==> src/rtl/comp_arch_pkg.sv <==
// rtl/comp_arch_pkg.sv - shared opcode, error-code and width definitions
package comp_arch_pkg;

    localparam int DW = 32;
    localparam int RW = 5;

    typedef enum logic [5:0] {
        OP_ADD  = 6'b000000,
        OP_SUB  = 6'b000001,
        OP_AND  = 6'b000010,
        OP_OR   = 6'b000011,
        OP_XOR  = 6'b000100,
        OP_NOR  = 6'b000101,
        OP_SLL  = 6'b000110,
        OP_SRL  = 6'b000111,
        OP_SRA  = 6'b001000,
        OP_SLT  = 6'b001001,
        OP_SLTU = 6'b001010,
        OP_MUL  = 6'b001011,
        OP_LDW  = 6'b001100,
        OP_STW  = 6'b001101
    } opcode_e;

    typedef enum logic [1:0] {
        ERR_NONE     = 2'b00,
        ERR_MISALIGN = 2'b01,
        ERR_TIMEOUT  = 2'b10,
        ERR_ILLEGAL  = 2'b11
    } err_code_e;

    // ALU ops occupy the contiguous range up to OP_MUL.
    function automatic logic is_alu_op(input logic [5:0] op);
        return op <= OP_MUL;
    endfunction

    function automatic logic is_mem_op(input logic [5:0] op);
        return (op == OP_LDW) || (op == OP_STW);
    endfunction

endpackage

==> src/rtl/mem_timeout_ctr.sv <==
// rtl/mem_timeout_ctr.sv - saturating wait counter flagging a stalled memory request
module mem_timeout_ctr #(
    parameter int TIMEOUT = 16
) (
    input  logic clk,
    input  logic rst_n,
    input  logic clr_i,
    input  logic en_i,
    output logic expire_o
);

    localparam int CW = (TIMEOUT > 2) ? $clog2(TIMEOUT) : 1;
    localparam logic [CW-1:0] LAST = CW'(TIMEOUT - 1);

    logic [CW-1:0] cnt_q;

    // Count unacknowledged request cycles; hold at LAST so expiry stays asserted.
    always_ff @(posedge clk or negedge rst_n) begin
        if (!rst_n) begin
            cnt_q <= '0;
        end else if (clr_i) begin
            cnt_q <= '0;
        end else if (en_i && (cnt_q != LAST)) begin
            cnt_q <= cnt_q + 1'b1;
        end
    end

    assign expire_o = (cnt_q == LAST);

endmodule

==> src/rtl/mem_wb_stage.sv <==
// rtl/mem_wb_stage.sv - memory-access / write-back stage with req/ack data port
module mem_wb_stage #(
    parameter int DW      = comp_arch_pkg::DW,
    parameter int RW      = comp_arch_pkg::RW,
    parameter int TIMEOUT = 16
) (
    input  logic          clk,
    input  logic          rst_n,
    input  logic          in_valid,
    output logic          in_ready,
    input  logic [5:0]    in_op,
    input  logic [DW-1:0] in_result,
    input  logic [DW-1:0] in_addr,
    input  logic [DW-1:0] in_sdata,
    input  logic [RW-1:0] in_rd_idx,
    output logic          mem_req,
    output logic          mem_we,
    output logic [DW-1:0] mem_addr,
    output logic [DW-1:0] mem_wdata,
    input  logic          mem_ack,
    input  logic [DW-1:0] mem_rdata,
    output logic          wb_en,
    output logic [RW-1:0] wb_idx,
    output logic [DW-1:0] wb_data,
    output logic          err,
    output logic [1:0]    err_code
);

    import comp_arch_pkg::*;

    typedef enum logic {
        S_IDLE = 1'b0,
        S_REQ  = 1'b1
    } mem_wb_state_e;

    mem_wb_state_e state_q;
    logic          mem_req_q;
    logic          mem_we_q;
    logic [DW-1:0] mem_addr_q;
    logic [DW-1:0] mem_wdata_q;
    logic [RW-1:0] ld_rd_q;
    logic          wb_en_q;
    logic [RW-1:0] wb_idx_q;
    logic [DW-1:0] wb_data_q;
    logic          err_q;
    err_code_e     err_code_q;

    logic accept;
    logic aligned;
    logic ctr_expire;

    assign in_ready = (state_q == S_IDLE);
    assign accept   = in_valid && in_ready;
    assign aligned  = (in_addr[1:0] == 2'b00);

    mem_timeout_ctr #(
        .TIMEOUT (TIMEOUT)
    ) u_timeout_ctr (
        .clk      (clk),
        .rst_n    (rst_n),
        .clr_i    (state_q == S_IDLE),
        .en_i     ((state_q == S_REQ) && !mem_ack),
        .expire_o (ctr_expire)
    );

    // Stage FSM: dispatch accepted ops, run the memory handshake, register all outputs.
    always_ff @(posedge clk or negedge rst_n) begin
        if (!rst_n) begin
            state_q     <= S_IDLE;
            mem_req_q   <= 1'b0;
            mem_we_q    <= 1'b0;
            mem_addr_q  <= '0;
            mem_wdata_q <= '0;
            ld_rd_q     <= '0;
            wb_en_q     <= 1'b0;
            wb_idx_q    <= '0;
            wb_data_q   <= '0;
            err_q       <= 1'b0;
            err_code_q  <= ERR_NONE;
        end else begin
            wb_en_q <= 1'b0;
            err_q   <= 1'b0;
            case (state_q)
                S_IDLE: begin
                    if (accept) begin
                        if (is_alu_op(in_op)) begin
                            // r0 is hard-wired; suppress the strobe but keep the data path simple.
                            wb_en_q   <= (in_rd_idx != '0);
                            wb_idx_q  <= in_rd_idx;
                            wb_data_q <= in_result;
                        end else if (is_mem_op(in_op)) begin
                            if (aligned) begin
                                state_q     <= S_REQ;
                                mem_req_q   <= 1'b1;
                                mem_we_q    <= (in_op == OP_STW);
                                mem_addr_q  <= in_addr;
                                mem_wdata_q <= in_sdata;
                                ld_rd_q     <= in_rd_idx;
                            end else begin
                                err_q      <= 1'b1;
                                err_code_q <= ERR_MISALIGN;
                            end
                        end else begin
                            err_q      <= 1'b1;
                            err_code_q <= ERR_ILLEGAL;
                        end
                    end
                end
                S_REQ: begin
                    // An ack in the expiry cycle still completes the access.
                    if (mem_ack) begin
                        state_q   <= S_IDLE;
                        mem_req_q <= 1'b0;
                        if (!mem_we_q) begin
                            wb_en_q   <= (ld_rd_q != '0);
                            wb_idx_q  <= ld_rd_q;
                            wb_data_q <= mem_rdata;
                        end
                    end else if (ctr_expire) begin
                        state_q    <= S_IDLE;
                        mem_req_q  <= 1'b0;
                        err_q      <= 1'b1;
                        err_code_q <= ERR_TIMEOUT;
                    end
                end
                default: begin
                    state_q   <= S_IDLE;
                    mem_req_q <= 1'b0;
                end
            endcase
        end
    end

    assign mem_req   = mem_req_q;
    assign mem_we    = mem_we_q;
    assign mem_addr  = mem_addr_q;
    assign mem_wdata = mem_wdata_q;
    assign wb_en     = wb_en_q;
    assign wb_idx    = wb_idx_q;
    assign wb_data   = wb_data_q;
    assign err       = err_q;
    assign err_code  = err_code_q;

endmodule

==> config.mk <==
export PLATFORM = sky130hd
export DESIGN_NAME = mem_wb_stage
export DESIGN_NICKNAME = d
export VERILOG_FILES = /design/src/rtl/comp_arch_pkg.sv /design/src/rtl/mem_timeout_ctr.sv /design/src/rtl/mem_wb_stage.sv
export SDC_FILE = /design/constraint.sdc
export NUM_CORES = 1
export LEC_CHECK = 0
export CORE_MARGIN = 4
export CORE_UTILIZATION = 40
export CTS_BUF_LIST = sky130_fd_sc_hd__clkbuf_4 sky130_fd_sc_hd__clkbuf_8
export DETAILED_ROUTE_END_ITERATION = 12
export PLACE_DENSITY = 0.89
export SYNTH_ARGS = -nofsm -noshare
export SYNTH_HDL_FRONTEND = slang
export SYNTH_SLANG_ARGS = --single-unit
export TNS_END_PERCENT = 1
==> constraint.sdc <==
create_clock -name clk -period 4.7 [get_ports clk]
set_input_delay 0.47 -clock clk [delete_from_list [all_inputs] [get_ports clk]]
set_output_delay 0.47 -clock clk [all_outputs]
set_load 0.005 [all_outputs]
==> results.yml <==
yosys:
  synth_cells: 362
  synth_edf_count: 0
  yosys_warnings: 0
  ys_seq_area_share_pct: 52.45
  synth.distinct_cells: 28
  avgSynthCellArea_um2: 15.42
  synth_top_cell_area_share_pct: 52.45
  ys.flop_type: "dfrtp_1"
  synth_seq_cells: 117
  syn_nets: 506
  synth_area_leaders: "dfrtp_1 (52%), mux2i_1 (20%), mux2_4 (18%)"
  netlist_top_cells_count: "dfrtp_1 (117), mux2i_1 (113), mux2_4 (68), buf_12 (7)"
  yosysTopAreaCell: "dfrtp_1"
  synthArstFlopShare_pct: 100.0
  yosysMostFrequentCell: "dfrtp_1"
  syn_area_um2: 5582
critical_path:
  crit_slowest_cell: "buf_4"
  cp_max_fo: 43
  crit_path_cell_trace: "buf_4 > inv_1 > clkdlybuf4s50_1"
  path_buf_inv: 3
  cp_slowest_stage_delay_ns: 0.55
  cp-end-kind: "output pin"
  cp.required_ns: 4.23
  crit_start: "state_q"
  reg2reg_from: "state_q"
  arrival_ns: 2.12
  start_kind: "register"
  path_class: "register to output pin"
  critical_path.top_delay_family: "buffers and inverters"
clock_tree:
  hold_buffers: 0
  insertion_delay_ns: 0.43
  post-cts-setup-buffers: 0
  htreeDepth: 4
  cts_num_sinks: 117
  clk_pin_slew_ns: 0.07
  cts_tree: "done"
  post_cts_resized: 0
  cts_buffers: 17
  cts_root_buffer: "clkbuf_8"
  clock_path_buffers: 2
sta:
  worst_hold_slack_ns: 0.1061
  tightest_slew_ns: 1.186
  slew_violations: 0
  rsz0062_at_grt: "false"
  period_share_pct: 55.18
  relSlewSlack_pct: 20.62
  setup_viol: 0
  worst_slack_ns: 2.106
  final_hold_viol_count: 0
  clock_skew_ns: 0.01042
  period_needed_ns: 2.594
  clock.fmax_mhz: 385.6
  tns_ns: 0
power:
  vdd_drop_max_uv: 179.5
  p_per_area_nw_per_um2: 347.1
  p_leak_nw: 3.951
route:
  viasPerCell: 4.889
  drt_iter0_markers: 127
  antenna_left: 0
  routedWlPerCell_um: 18.43
  drc: 0
  totalWireLength_um: 14820
  drt_first_pass_iters: 4
  vias: 3931
die:
  initial_core_util_pct: 41.49
  io_pins: 251
  die_area_um2: 15910
  core-area_um2: 13450
  fp.dieW_um: 126.1
  num_rows: 42
  die_h_um: 126.1
layout:
  n_antenna_cell: 0
  area_growth_pct: 54.49
  drive_gt1_share_pct: 17.83
  final_nets: 760
  final_util_pct: 64.10
  n_fill_cell: 1018
grt:
  first_global_vias: 4488
  grt_max_degree: 64
  grt_antenna_before_repair: 0
  grt_remaining_overflow: 0
  grtUsageTotal_pct: 18.63
  grt_pass1_wl_um: 23610
place:
  place.gp.congestion: 0.8073
  dp_hpwl_um: 10870
  io_buffers: 250
  pre_cts_slack_ns: 1.681
run:
  drv_cap: 0
hold_path:
  hold_path.class: "input port to async pin"
status:
  status: "complete, no violations"
report_power, final:
group          internal [mW]  switching, mW
clock network          0.666          0.413
logic                  0.467          0.213
registers               1.14         0.0976
logic make-up after synthesis:
family / count (synthesis) / synth area share [%]
AND/OR/NAND/NOR: 29 / 3.587
multiplexers: 181 / 38.56
adder cells (fa/ha/maj): 1 / 0.2241
AO/OA/AOI/OAI: 11 / 1.368
flip-flops: 117 / 52.45
XOR/XNOR: 1 / 0.1569
buffers and inverters: 22 / 3.654
worst register-to-register path, delay by kind of cell, from the launching register on:
family,cells,cell delay [ns]
buf+inv,2,0.71
flops,1,0.38
mux,1,0.35
simple gates,2,0.98
path summary, 6_finish.rpt:
| check | to | slack (ns) | cells after the start |
|---|---|---|---|
| min in group clk | u_timeout_ctr.cnt_q[3] | 0.48 | 1 |
| setup reg to reg | mem_addr[3] | 2.16 | 5 |
| max in group asynchronous | mem_wdata[12] | 3.40 | 2 |
| setup / recovery | in_ready | 2.11 | 3 |
| hold / removal | wb_data[8] | 0.11 | 1 |
| hold reg to reg | u_timeout_ctr.cnt_q[3] | 0.48 | 1 |
layer usage:
layer  GRT usage [%]  share of wire (%)
met3           6.012                7.2
met5               0                  0
met1           22.74                 41
met4           7.823                2.7
met2           30.49                 49
layout by cell type, fill, tap and decap left out, drive strengths merged:
cell	Yosys	layout
nor2b	3	3
xnor2	1	1
bufinv	0	5
and3	1	1
clkdlybuf4s50	0	249
ha	1	1
buf	13	5
clkinvlp	0	3
mux2i	113	113
nor4	2	2
inv	3	4
o22ai	3	3
mux2	68	68
or2	1	1
a311oi	1	1
clkinv	0	2
clkbuf	6	20
nand4b	1	1
o2111ai	1	1
nand4	1	1
nor2	7	7
or4	2	2
o31ai	1	1
nand2b	4	4
nand2	7	7
a211oi	1	1
o21ai	4	4
dfrtp	117	117
flip-flops by register name (all words and copies together) (netlist names):
name                 flops
wb_idx                   5
mem_we                   1
mem_req                  1
u_timeout_ctr.cnt_q      4
state_q                  1
ld_rd_q                  5
mem_wdata               32
err                      1
err_code                 2
mem_addr                32
wb_en                    1
wb_data                 32
cell type report:
cell class                      count  area, um^2  share of cell area [%]
Sequential cell                   117        2929                   33.97
Inverter                            3       11.26                  0.1306
Timing Repair Buffer              254        2542                   29.48
Clock inverter                     11       198.9                   2.307
Clock buffer                       20       269.0                   3.120
Multi-Input combinational cell    223        2452                   28.44
Tap cell                          176       220.2                   2.554
stage by stage:
stage | area [um^2] | cells | power, mW
after global placement | 8155 | 773 | 1.909
final | 8623 | 804 | 2.993
after CTS | 8623 | 804 | 3.030
after detailed placement | 8155 | 773 | 1.940
after floorplan | 5582 | 362 | 1.472
after global routing | 8623 | 804 | 3.136
(Power assumes the default switching activity.)
